## src/rtl/alu_pkg.sv

```systemverilog
// Shared types for the multi-cycle ALU: opcodes, flag positions and FSM states.
package alu_pkg;

  typedef enum logic [3:0] {
    OP_ADD  = 4'h0,
    OP_ADC  = 4'h1,
    OP_SUB  = 4'h2,
    OP_SBC  = 4'h3,
    OP_RSB  = 4'h4,
    OP_RSC  = 4'h5,
    OP_AND  = 4'h6,
    OP_ORR  = 4'h7,
    OP_EOR  = 4'h8,
    OP_BIC  = 4'h9,
    OP_MOV  = 4'hA,
    OP_MVN  = 4'hB,
    OP_UMUL = 4'hC,
    OP_SMUL = 4'hD,
    OP_UDIV = 4'hE,
    OP_RSV  = 4'hF
  } alu_op_e;

  localparam int N_IDX = 3;
  localparam int Z_IDX = 2;
  localparam int C_IDX = 1;
  localparam int V_IDX = 0;

  typedef enum logic [1:0] {
    IDLE = 2'd0,
    ITER = 2'd1,
    FIN  = 2'd2
  } alu_state_e;

  function automatic logic is_mul(alu_op_e op);
    return (op == OP_UMUL) || (op == OP_SMUL);
  endfunction

endpackage

```

## src/rtl/alu_mcycle_if.sv

```systemverilog
// Start/busy/done bundle between the control unit and the ALU.
// Handshake: a request is taken on any rising edge where Start=1 and Busy=0; Done pulses for one cycle when Result/Result_Hi/ALUFlags become valid, and those outputs then hold until the next completion.
interface alu_mcycle_if
  import alu_pkg::*;
#(
  parameter int WIDTH = 32
) ();

  logic             Start;
  logic [3:0]       Op;
  logic [WIDTH-1:0] Src_A;
  logic [WIDTH-1:0] Src_B;
  logic             C_Flag;
  logic             Shifter_carryOut;
  logic             Busy;
  logic             Done;
  logic [WIDTH-1:0] Result;
  logic [WIDTH-1:0] Result_Hi;
  logic [3:0]       ALUFlags;
  alu_state_e       dbg_state;

  modport master (
    output Start, Op, Src_A, Src_B, C_Flag, Shifter_carryOut,
    input  Busy, Done, Result, Result_Hi, ALUFlags, dbg_state
  );

  modport slave (
    input  Start, Op, Src_A, Src_B, C_Flag, Shifter_carryOut,
    output Busy, Done, Result, Result_Hi, ALUFlags, dbg_state
  );

endinterface

```

## src/rtl/alu_mcycle_iter.sv

```systemverilog
// Iterative datapath: shift-add multiply and restoring divide sharing one hi/lo register pair.
module alu_mcycle_iter
  import alu_pkg::*;
#(
  parameter int WIDTH = 32
) (
  input  logic             clk,
  input  logic             rst_n,
  input  logic             load,
  input  logic             step,
  input  alu_op_e          op,
  input  logic [WIDTH-1:0] a,
  input  logic [WIDTH-1:0] b,
  output logic             last,
  output logic [WIDTH-1:0] fin_lo,
  output logic [WIDTH-1:0] fin_hi
);

  localparam int CW = $clog2(WIDTH) + 1;
  localparam logic [CW-1:0] LAST_CNT = CW'(WIDTH - 1);

  logic [CW-1:0]      cnt;
  logic [WIDTH-1:0]   hi, lo, mcand;
  logic               neg, div_mode;
  logic [WIDTH-1:0]   a_mag, b_mag;
  logic [WIDTH:0]     shifted, trial, add_sum;
  logic               fits;
  logic [2*WIDTH-1:0] prod;

  // For divide: hi is the partial remainder, lo shifts the dividend out and the quotient in.
  always_comb begin
    a_mag   = (op == OP_SMUL && a[WIDTH-1]) ? -a : a;
    b_mag   = (op == OP_SMUL && b[WIDTH-1]) ? -b : b;
    shifted = {hi, lo[WIDTH-1]};
    fits    = (shifted >= {1'b0, mcand});
    trial   = shifted - {1'b0, mcand};
    add_sum = {1'b0, hi} + (lo[0] ? {1'b0, mcand} : {(WIDTH+1){1'b0}});
    prod    = neg ? -{hi, lo} : {hi, lo};
  end

  always_ff @(posedge clk) begin
    if (!rst_n) begin
      cnt      <= '0;
      hi       <= '0;
      lo       <= '0;
      mcand    <= '0;
      neg      <= 1'b0;
      div_mode <= 1'b0;
    end else if (load) begin
      cnt      <= '0;
      hi       <= '0;
      div_mode <= (op == OP_UDIV);
      neg      <= (op == OP_SMUL) && (a[WIDTH-1] ^ b[WIDTH-1]);
      lo       <= (op == OP_UDIV) ? a : b_mag;
      mcand    <= (op == OP_UDIV) ? b : a_mag;
    end else if (step) begin
      cnt <= cnt + CW'(1);
      if (div_mode) begin
        hi <= fits ? trial[WIDTH-1:0] : shifted[WIDTH-1:0];
        lo <= {lo[WIDTH-2:0], fits};
      end else begin
        {hi, lo} <= {add_sum, lo[WIDTH-1:1]};
      end
    end
  end

  assign last   = (cnt == LAST_CNT);
  assign fin_lo = prod[WIDTH-1:0];
  assign fin_hi = prod[2*WIDTH-1:WIDTH];

endmodule

```

## src/rtl/alu_mcycle.sv

```systemverilog
// Registered ALU: single-cycle arithmetic/logic one edge after acceptance, multiply/divide
// through the iterative sub-block with Busy held until the Done edge.
module alu_mcycle
  import alu_pkg::*;
#(
  parameter int WIDTH = 32
) (
  input logic         CLK,
  input logic         RESETn,
  alu_mcycle_if.slave bus
);

  alu_state_e       state, state_next;
  alu_op_e          op_in, op_q;
  logic [WIDTH-1:0] a_q, b_q;
  logic             c_q, sc_q;
  logic             pend, pend_next;
  logic             done_q, done_next;
  logic [WIDTH-1:0] res_q, hi_q, res_next, hi_next;
  logic [3:0]       flags_q, flags_next;
  logic             busy, accept, start_multi;
  logic             iter_load, iter_step, iter_last;
  logic [WIDTH-1:0] fin_lo, fin_hi;
  logic [WIDTH-1:0] a_e, b_e, logic_res, sc_res, sc_hi;
  logic             cin, arith;
  logic [WIDTH:0]   sum;
  logic [3:0]       sc_flags, mc_flags;

  assign op_in       = alu_op_e'(bus.Op);
  assign busy        = (state != IDLE);
  assign accept      = bus.Start && !busy;
  assign start_multi = is_mul(op_in) || (op_in == OP_UDIV && bus.Src_B != '0);

  // Single-cycle path works on the operands latched at acceptance; pend marks one is waiting.
  always_comb begin
    a_e       = a_q;
    b_e       = b_q;
    cin       = 1'b0;
    arith     = 1'b1;
    logic_res = '0;
    case (op_q)
      OP_ADD:  cin = 1'b0;
      OP_ADC:  cin = c_q;
      OP_SUB:  begin b_e = ~b_q; cin = 1'b1; end
      OP_SBC:  begin b_e = ~b_q; cin = c_q;  end
      OP_RSB:  begin a_e = ~a_q; cin = 1'b1; end
      OP_RSC:  begin a_e = ~a_q; cin = c_q;  end
      default: arith = 1'b0;
    endcase
    sum = {1'b0, a_e} + {1'b0, b_e} + {{WIDTH{1'b0}}, cin};
    case (op_q)
      OP_AND:  logic_res = a_q & b_q;
      OP_ORR:  logic_res = a_q | b_q;
      OP_EOR:  logic_res = a_q ^ b_q;
      OP_BIC:  logic_res = a_q & ~b_q;
      OP_MOV:  logic_res = b_q;
      OP_MVN:  logic_res = ~b_q;
      default: logic_res = '0;
    endcase
    sc_hi    = '0;
    sc_flags = '0;
    if (arith) begin
      sc_res          = sum[WIDTH-1:0];
      sc_flags[C_IDX] = sum[WIDTH];
      sc_flags[V_IDX] = (a_e[WIDTH-1] == b_e[WIDTH-1]) && (sum[WIDTH-1] != a_e[WIDTH-1]);
    end else if (op_q == OP_UDIV) begin
      // Only a zero divisor reaches the single-cycle path.
      sc_res          = '1;
      sc_hi           = a_q;
      sc_flags[C_IDX] = c_q;
      sc_flags[V_IDX] = 1'b1;
    end else if (op_q == OP_RSV) begin
      sc_res          = '0;
      sc_flags[C_IDX] = c_q;
    end else begin
      sc_res          = logic_res;
      sc_flags[C_IDX] = sc_q;
    end
    sc_flags[N_IDX] = (op_q == OP_UDIV) ? 1'b0 : sc_res[WIDTH-1];
    sc_flags[Z_IDX] = (sc_res == '0);
  end

  always_comb begin
    mc_flags        = '0;
    mc_flags[C_IDX] = c_q;
    if (op_q == OP_UDIV) begin
      mc_flags[Z_IDX] = (fin_lo == '0);
    end else begin
      mc_flags[N_IDX] = fin_hi[WIDTH-1];
      mc_flags[Z_IDX] = ({fin_hi, fin_lo} == '0);
    end
  end

  always_comb begin
    state_next = state;
    iter_load  = 1'b0;
    iter_step  = 1'b0;
    pend_next  = 1'b0;
    done_next  = 1'b0;
    res_next   = res_q;
    hi_next    = hi_q;
    flags_next = flags_q;
    if (pend) begin
      done_next  = 1'b1;
      res_next   = sc_res;
      hi_next    = sc_hi;
      flags_next = sc_flags;
    end
    case (state)
      IDLE: begin
        if (accept) begin
          if (start_multi) begin
            state_next = ITER;
            iter_load  = 1'b1;
          end else begin
            pend_next = 1'b1;
          end
        end
      end
      ITER: begin
        iter_step = 1'b1;
        if (iter_last) state_next = FIN;
      end
      FIN: begin
        state_next = IDLE;
        done_next  = 1'b1;
        res_next   = fin_lo;
        hi_next    = fin_hi;
        flags_next = mc_flags;
      end
      default: state_next = IDLE;
    endcase
  end

  always_ff @(posedge CLK) begin
    if (!RESETn) state <= IDLE;
    else         state <= state_next;
  end

  always_ff @(posedge CLK) begin
    if (!RESETn) begin
      pend    <= 1'b0;
      done_q  <= 1'b0;
      res_q   <= '0;
      hi_q    <= '0;
      flags_q <= '0;
      op_q    <= OP_ADD;
      a_q     <= '0;
      b_q     <= '0;
      c_q     <= 1'b0;
      sc_q    <= 1'b0;
    end else begin
      pend    <= pend_next;
      done_q  <= done_next;
      res_q   <= res_next;
      hi_q    <= hi_next;
      flags_q <= flags_next;
      if (accept) begin
        op_q <= op_in;
        a_q  <= bus.Src_A;
        b_q  <= bus.Src_B;
        c_q  <= bus.C_Flag;
        sc_q <= bus.Shifter_carryOut;
      end
    end
  end

  alu_mcycle_iter #(.WIDTH(WIDTH)) u_iter (
    .clk    (CLK),
    .rst_n  (RESETn),
    .load   (iter_load),
    .step   (iter_step),
    .op     (op_in),
    .a      (bus.Src_A),
    .b      (bus.Src_B),
    .last   (iter_last),
    .fin_lo (fin_lo),
    .fin_hi (fin_hi)
  );

  assign bus.Busy      = busy;
  assign bus.Done      = done_q;
  assign bus.Result    = res_q;
  assign bus.Result_Hi = hi_q;
  assign bus.ALUFlags  = flags_q;
  assign bus.dbg_state = state;

endmodule

```

## src/flat_wrapper.sv

```systemverilog
// flat-port wrapper written by rule: the top's interface ports become plain ports
module alu_mcycle_flat import alu_pkg::*;
#(
  parameter int WIDTH = 32
)
  (CLK, RESETn, bus_Start, bus_Op, bus_Src_A, bus_Src_B, bus_C_Flag, bus_Shifter_carryOut, bus_Busy, bus_Done, bus_Result, bus_Result_Hi, bus_ALUFlags, bus_dbg_state);
  alu_mcycle_if #(.WIDTH(WIDTH)) bus_i ();
  input logic CLK;
  input logic RESETn;
  input wire logic [$bits(bus_i.Start)-1:0] bus_Start;
  input wire logic [$bits(bus_i.Op)-1:0] bus_Op;
  input wire logic [$bits(bus_i.Src_A)-1:0] bus_Src_A;
  input wire logic [$bits(bus_i.Src_B)-1:0] bus_Src_B;
  input wire logic [$bits(bus_i.C_Flag)-1:0] bus_C_Flag;
  input wire logic [$bits(bus_i.Shifter_carryOut)-1:0] bus_Shifter_carryOut;
  output wire logic [$bits(bus_i.Busy)-1:0] bus_Busy;
  output wire logic [$bits(bus_i.Done)-1:0] bus_Done;
  output wire logic [$bits(bus_i.Result)-1:0] bus_Result;
  output wire logic [$bits(bus_i.Result_Hi)-1:0] bus_Result_Hi;
  output wire logic [$bits(bus_i.ALUFlags)-1:0] bus_ALUFlags;
  output wire logic [$bits(bus_i.dbg_state)-1:0] bus_dbg_state;
  assign bus_i.Start = bus_Start;
  assign bus_i.Op = bus_Op;
  assign bus_i.Src_A = bus_Src_A;
  assign bus_i.Src_B = bus_Src_B;
  assign bus_i.C_Flag = bus_C_Flag;
  assign bus_i.Shifter_carryOut = bus_Shifter_carryOut;
  assign bus_Busy = bus_i.Busy;
  assign bus_Done = bus_i.Done;
  assign bus_Result = bus_i.Result;
  assign bus_Result_Hi = bus_i.Result_Hi;
  assign bus_ALUFlags = bus_i.ALUFlags;
  assign bus_dbg_state = bus_i.dbg_state;
  alu_mcycle #(.WIDTH(WIDTH)) u_core (.CLK(CLK), .RESETn(RESETn), .bus(bus_i));
endmodule
```

## config.mk

```make
export PLATFORM = sky130hd
export DESIGN_NAME = alu_mcycle_flat
export DESIGN_NICKNAME = d
export VERILOG_FILES = /design/src/rtl/alu_pkg.sv /design/src/rtl/alu_mcycle_if.sv /design/src/rtl/alu_mcycle_iter.sv /design/src/rtl/alu_mcycle.sv /design/src/flat_wrapper.sv
export SDC_FILE = /design/constraint.sdc
export NUM_CORES = 1
export LEC_CHECK = 0
export ABC_AREA = 1
export CORE_ASPECT_RATIO = 1.2
export CORE_UTILIZATION = 66
export CTS_CLUSTER_SIZE = 24
export DETAILED_ROUTE_END_ITERATION = 10
export DONT_BUFFER_PORTS = 1
export HOLD_SLACK_MARGIN = 0.03
export PLACE_DENSITY_LB_ADDON = 0.12
export SLEW_MARGIN = 15
export SYNTH_ARGS = -nofsm -noshare
export SYNTH_HDL_FRONTEND = slang
export SYNTH_SLANG_ARGS = --single-unit
export TNS_END_PERCENT = 5
```

## constraint.sdc

```tcl
create_clock -name CLK -period 3.8 [get_ports CLK]
set_input_delay 0.57 -clock CLK [delete_from_list [all_inputs] [get_ports CLK]]
set_output_delay 0.57 -clock CLK [all_outputs]
set_load 0.1 [all_outputs]
```

==> results.cfg, run 1 <==
[status]
status = stopped before the end
stop_stage = 5_1_grt
firstError = [ERROR GRT-0116] Global routing finished with congestion. Check the congestion regions in the DRC Viewer.

[yosys]
yosys-top-cells-area = dfxtp_1, nand2_1, inv_1
ys.flop_type = dfxtp_1
syn-num-nets = 4400
synth_top_area_share_pct = 20.1
async_reset_ff_share_pct = 0
syn_inst = 4192
ys_seq_elements = 246
synth_common_cells = nand2_1, inv_1, nor2_1
synth_cell_types = 65
ys_seq_area_share_pct = 20.1
synth_area_um2 = 24500
synth_largest_area_cell = dfxtp_1
synth.most_common_cell = nand2_1
synth.avg_cell_area_um2 = 5.85
yosys_warnings = 0
synth_edf_count = 0

[floorplan]
die_x_um = 178
die-height_um = 213
design.portCount = 145
start_util_pct = 67.6
rows = 76

[placement]
hpwlAfterDp_um = 85000
port_buffers = 0
place_congestion = 1.21

[clock_network]
root_buffer = clkbuf_16
ctsHoldBuffers = 0
postCtsSetupBuffers = 0
cts.sinks = 246
numCtsBuffers = 26
htree_levels = 1
ctsResizeCount = 0
clockBufferDepth = 3

[global_route]
grt_usage_pct = 60.8
grt_pass1_vias = 29000
grt_first_pass_wirelength_um = 174000
overflow = 5
grt_max_degree = 141
[per-layer routing]
metal / GRT usage [%] / GRT overflow
met1: 62.5 / 0
met2: 87.1 / 4
met3: 28.5 / 0
met4: 65.0 / 1
met5: 0.403 / 0
[metrics by stage]
| stage | cell area, um2 | utilization [%] | worst slack, ps | std cells | hold slack [ps] |
|---|---|---|---|---|---|
| after detailed placement | 25000 | 68.9 | 393 | 4565 | 470 |
| after floorplan | 24500 | - | 434 | 4192 | 448 |
| after global placement | 25000 | 68.9 | 448 | 4565 | 465 |
| after CTS | 25800 | 71.1 | 390 | 4608 | 114 |
[cell families after synthesis]
kind of cell               share of synthesized area [%]
AOI/OAI and AO/OA                                   21.4
xor gates and xnor gates                            5.36
adders and majority gates                           7.01
buffers and inverters                               11.7
DFF                                                 20.1
and+or+nand+nor                                     34.5
==> run 2, diff against run 1 <==
CORE_ASPECT_RATIO = default   (was 1.2)
CORE_UTILIZATION = 40   (was 66)
CTS_CLUSTER_SIZE = default   (was 24)
HOLD_SLACK_MARGIN = default   (was 0.03)
PLACE_DENSITY_LB_ADDON = 0.15   (was 0.12)
==> run 2 against run 1 <==
- the flow now finishes without violations
- synthesized cell count is the same
- synthesized area is the same
==> results.cfg, run 2 <==
[hold_path]
hp-class = in2reg

[timing]
setup_tns_ps = 0
worst_slew_pin_slew_ps = 1160
slew_headroom_pct = 22.7
max_freq_mhz = 282
clock_skew_ps = 21.1
layout_min_cycle_time_ps = 3540
post-route-period-util_pct = 93.2
hold_violations = 0
rsz0062_at_grt = no
setup_viol = 0
slew_viol_final = 0

[clock_network]
clk_latency_ps = 610
htree_levels = 1
cts.sinks = 246
numCtsBuffers = 30
cts_tree = yes
ctsHoldBuffers = 0
postCtsSetupBuffers = 0
clockBufferDepth = 3
ctsResizeCount = 0
root_buffer = clkbuf_16
clkSlewWorstSetupHoldPaths_ps = 60

[drt]
dr_total_vias = 29400
ant_nets = 0
via_per_inst = 5.91
drc = 0
avgRoutedWirePerCell_um = 25.0
routed_wl_um = 124000
drt_first_iter_violations = 4201
firstDrtPassIters = 6

[yosys]
ys_seq_area_share_pct = 20.1
synth.avg_cell_area_um2 = 5.85
ys.flop_type = dfxtp_1
synth_largest_area_cell = dfxtp_1
syn_inst = 4192
async_reset_ff_share_pct = 0
synth_cell_types = 65
yosys_warnings = 0
synth_edf_count = 0
syn-num-nets = 4400
yosys-top-cells-area = dfxtp_1, nand2_1, inv_1
synth_area_um2 = 24500
synth_top_area_share_pct = 20.1
synth_common_cells = nand2_1, inv_1, nor2_1
synth.most_common_cell = nand2_1
ys_seq_elements = 246

[finish]
nets = 4376
layout_commonest_cell = nand2_1
fin_util_pct = 44.2
final_cell_mix = nand2_1, inv_1, nor2_1
drive_above_1_share_pct = 6.28
syn2layout_area_growth_pct = 8.96

[status]
status = finished clean

[critical_path]
crit_required_ps = 4350
cp_common_cell = nand2_1
slowest_stage = dfxtp_1
path_class = reg2reg
crit_path_end_kind = flop
critPathArrivalTime_ps = 4090
worstPathMaxFanout = 31
cp_top_family = simple AND/OR/NAND/NOR gates
crit_buf_inv = 3
slowest_delay_ps = 470
cp_cell_sequence = nor2_1 > nand2_1 > buf_12 > xor2_1 > ha_1 > a21oi_1 > nand2_1 > a21oi_1 > nor2_1 > nor2_1 > nand2_1 > nand2_1 > nand3_1 > nand2_1 > nand2_1 > inv_1 > nand2_1 > nor2_1 > nand3_1 > nand3_1 > nand2_1 > inv_1
cp-start-kind = flop

[floorplan]
start_util_pct = 40.5
core_um2 = 60500
die_x_um = 250
dieArea_um2 = 62300
rows = 90
design.portCount = 145
die-height_um = 250

[global_route]
grt_max_degree = 141
antenna_found_initial = 2
grt_first_pass_wirelength_um = 179000
overflow = 0
grt_usage_pct = 38.6
grt_pass1_vias = 26100

[placement]
place_congestion = 1.07
port_buffers = 0
hpwlAfterDp_um = 102000

[power_and_ir_drop]
p_leak_nw = 12.8
powerDensity_nw_per_um2 = 366
total_power_mw = 9.77
ir_worst_vdd_mv = 0.397

[run]
drv_cap = 0
## run 2: cell type report
cell class	count	area, um2
clock buffer	46	902
multi-input combinational	3209	16800
inverter	572	2150
clock inverter	7	92.6
antenna	2	5.00
timing repair buffer	109	868
sequential	246	4930
fill	6783	33800
tap	782	978
## run 2: power by group
part / switching (mW) / internal, mW
registers: 0.519 / 2.72
logic: 2.46 / 1.04
clock network: 1.27 / 1.75
total: 4.26 / 5.51
## run 2: routing by layer
metal | routed length (um) | up-vias | track usage (%)
met4 | 6300 | 2 | 16.5
met1 | 53800 | 13600 | 56.0
met3 | 15700 | 246 | 7.73
met2 | 48300 | 1752 | 54.5
li1 | - | 13800 | -
met5 | 13 | - | 0
## run 2: kinds of logic (layout without fill, tap and decap cells)
group                      Yosys count  count (layout)  synth area share (%)
and+or+nand+nor                   1988            1988                  34.5
other                                0               2                     0
AOI/OAI and AO/OA                  936             936                  21.4
xor gates and xnor gates           150             150                  5.36
DFF                                246             246                  20.1
adders and majority gates          135             135                  7.01
buffers and inverters              737             734                  11.7
## run 2: final timing paths
check	cells after the start	start	slack (ps)	end
worst min-delay path	2	RESETn	100	u_core.op_q[2]
worst min register to register	2	u_core.u_iter.cnt[1]	490	u_core.u_iter.cnt[1]
worst max-delay path	22	u_core.op_q[1]	260	u_core.bus.ALUFlags[2]
worst max register to register	22	u_core.op_q[1]	260	u_core.bus.ALUFlags[2]
## run 2: through the flow
stage | setup slack (ps) | cell area [um2] | cells | hold WS, ps
3_3_place_gp | 299 | 25700 | 4918 | 476
2_1_floorplan | 434 | 24500 | 4192 | 448
4_1_cts | 314 | 26700 | 4971 | 93.0
6_report | 260 | 26700 | 4973 | 103
3_5_place_dp | 365 | 25700 | 4918 | 478
5_1_grt | 6.00 | 26700 | 4971 | 119
No activity file was read; power rests on OpenSTA's default activity.
==> run 3, diff against run 2 <==
CTS_CLUSTER_DIAMETER = 80   (was default)
CTS_CLUSTER_SIZE = 30   (was default)
==> run 3 against run 2 <==
- sequential power about the same
- flip-flop and latch count unchanged
- clock power down 16%
- clock skew up 3.9 ps
- first-iteration DRC count up 0.98%
- combinational power about the same
- cell count down 0.34%
- critical path depth unchanged
- largest power group unchanged
==> results.cfg, run 3 (synthesis gave the netlist of run 2 again) <==
[drt]
drc = 0
drt_first_iter_violations = 4242
avgRoutedWirePerCell_um = 24.9
via_per_inst = 5.90
ant_nets = 0
routed_wl_um = 124000
dr_total_vias = 29200
firstDrtPassIters = 6

[floorplan]
die_x_um = 250
start_util_pct = 40.5
core_um2 = 60500
die-height_um = 250
design.portCount = 145
dieArea_um2 = 62300
rows = 90

[timing]
worst_slew_pin_slew_ps = 1170
layout_min_cycle_time_ps = 3540
setup_tns_ps = 0
slew_headroom_pct = 21.7
clock_skew_ps = 24.9
max_freq_mhz = 283
post-route-period-util_pct = 93.1
setup_viol = 0
hold_violations = 0
rsz0062_at_grt = no
slew_viol_final = 0

[critical_path]
worstPathMaxFanout = 31
r2r-end = u_core.bus.ALUFlags[2]
r2r_setup_slack_ps = 260
cp-start-kind = flop
crit_path_end_kind = flop
critPathArrivalTime_ps = 4040
path_class = reg2reg
rr_startpoint = u_core.op_q[3]
worstRegToRegCells = 22
crit_required_ps = 4300

[power_and_ir_drop]
switching_power_mw = 4.27
p_leak_nw = 12.7
clkPwrFrac_pct = 27.3
ir_worst_vdd_mv = 0.301
sw_frac_of_total_pct = 46.1
powerDensity_nw_per_um2 = 350
internal_power_mw = 5.00
p_seq_share_pct = 34.9
p_comb_share_pct = 37.8

[clock_network]
postCtsSetupBuffers = 0
cts.sinks = 246
clkSlewWorstSetupHoldPaths_ps = 90
cts_tree = yes
htree_levels = 1
numCtsBuffers = 20
clockBufferDepth = 3
root_buffer = clkbuf_16
clk_latency_ps = 560

[global_route]
grt_max_degree = 141
antenna_found_initial = 2
overflow = 0
grt_pass1_vias = 26000
grt_usage_pct = 38.4
grt_first_pass_wirelength_um = 178000

[placement]
place_congestion = 1.07
hpwlAfterDp_um = 102000
placed_area_um2 = 25700
port_buffers = 0

[finish]
final_cell_mix = nand2_1, inv_1, nor2_1
fill_cells = 6782
seq_area_um2 = 4930
multiInputGateArea_um2 = 16800
syn2layout_area_growth_pct = 8.10
finalInstanceArea_um2 = 26500
drive_above_1_share_pct = 6.11
nets = 4366
layout_commonest_cell = nand2_1

[hold_path]
holdCritStartpoint = RESETn
whs_endpoint = u_core.op_q[2]
holdPathStages = 2
hp-class = in2reg

[status]
status = finished clean

[run]
drv_cap = 0
## run 3: cell types whose count changed in the layout (fill, tap and decap cells not counted), sizes merged
| cell | before | now |
|---|---|---|
| clkbuf | 46 | 21 |
| inv | 569 | 575 |
| clkinvlp | 3 | 2 |
| clkinv | 5 | 8 |
## run 3: stage by stage
stage               utilization, %  hold slack [ps]  cells  setup WS, ps  total power [mW]
finish                        43.8              145   4956           261              9.27
global route                  43.8              155   4954         0.390              9.65
CTS                           43.7              127   4954           333              9.12
detailed placement            42.5              478   4918           365              6.64
global placement              42.5              476   4918           299              6.66
floorplan                        -              448   4192           434              5.41
## run 3: metal layers
| layer | part of all wire [%] | wire length [um] | track usage, % | up-vias |
|---|---|---|---|---|
| li1 | - | - | - | 13700 |
| met1 | 43 | 53600 | 55.9 | 13600 |
| met2 | 39 | 48300 | 54.3 | 1713 |
| met3 | 13 | 15600 | 7.83 | 209 |
| met4 | 4.9 | 6050 | 16.0 | 0 |
| met5 | 0 | 0 | 0 | - |
## run 3: power groups by stage
stage	combinational [mW]	clock, mW	sequential (mW)
2_1_floorplan	2.25	0	3.15
3_3_place_gp	3.38	0	3.28
3_5_place_dp	3.36	0	3.28
4_1_cts	3.38	2.53	3.22
5_1_grt	3.80	2.62	3.23
6_report	3.50	2.53	3.24
## run 3: worst max path at each step
stage / start / to / slack (ps) / cells after the start
floorplan: u_core.op_q[3] / u_core.bus.ALUFlags[2] / 430 / 25
global placement: u_core.op_q[1] / u_core.bus.ALUFlags[2] / 300 / 21
detailed placement: u_core.op_q[1] / u_core.bus.ALUFlags[2] / 360 / 24
CTS: u_core.op_q[1] / u_core.bus.ALUFlags[2] / 330 / 24
global route: u_core.op_q[3] / u_core.bus.ALUFlags[2] / 0.4 / 22
finish: u_core.op_q[3] / u_core.bus.ALUFlags[2] / 260 / 22
## run 3: final cells by class
cell class	count	area share [%]
Clock inverter	15	0.973
Sequential cell	246	18.6
Antenna cell	2	0.0189
Inverter	572	8.11
Multi-Input combinational cell	3209	63.3
Tap cell	782	3.69
Timing Repair Buffer	109	3.28
Clock buffer	21	1.98
## run 3: worst max-delay path, cell delays in order, from the launching register on
cell,delay [ps]
dfxtp_1,460
nor2_1,100
nand2_1,180
buf_12,270
xor2_1,310
ha_1,370
a21oi_1,250
nand2_1,140
a21oi_1,240
nor2_1,100
nor2_1,160
nand2_1,100
nand2_1,70
nand3_1,100
nand2_1,110
nand2_1,60
inv_1,50
nand2_1,50
nor2_1,100
nand3_1,70
nand3_1,90
nand2_1,50
inv_1,40
## run 3: timing repair
item | in CTS | in global routing
gates resized for setup | 0 | 9
endpoints found under the setup margin | 0 | 1
hold buffers | 0 | 0
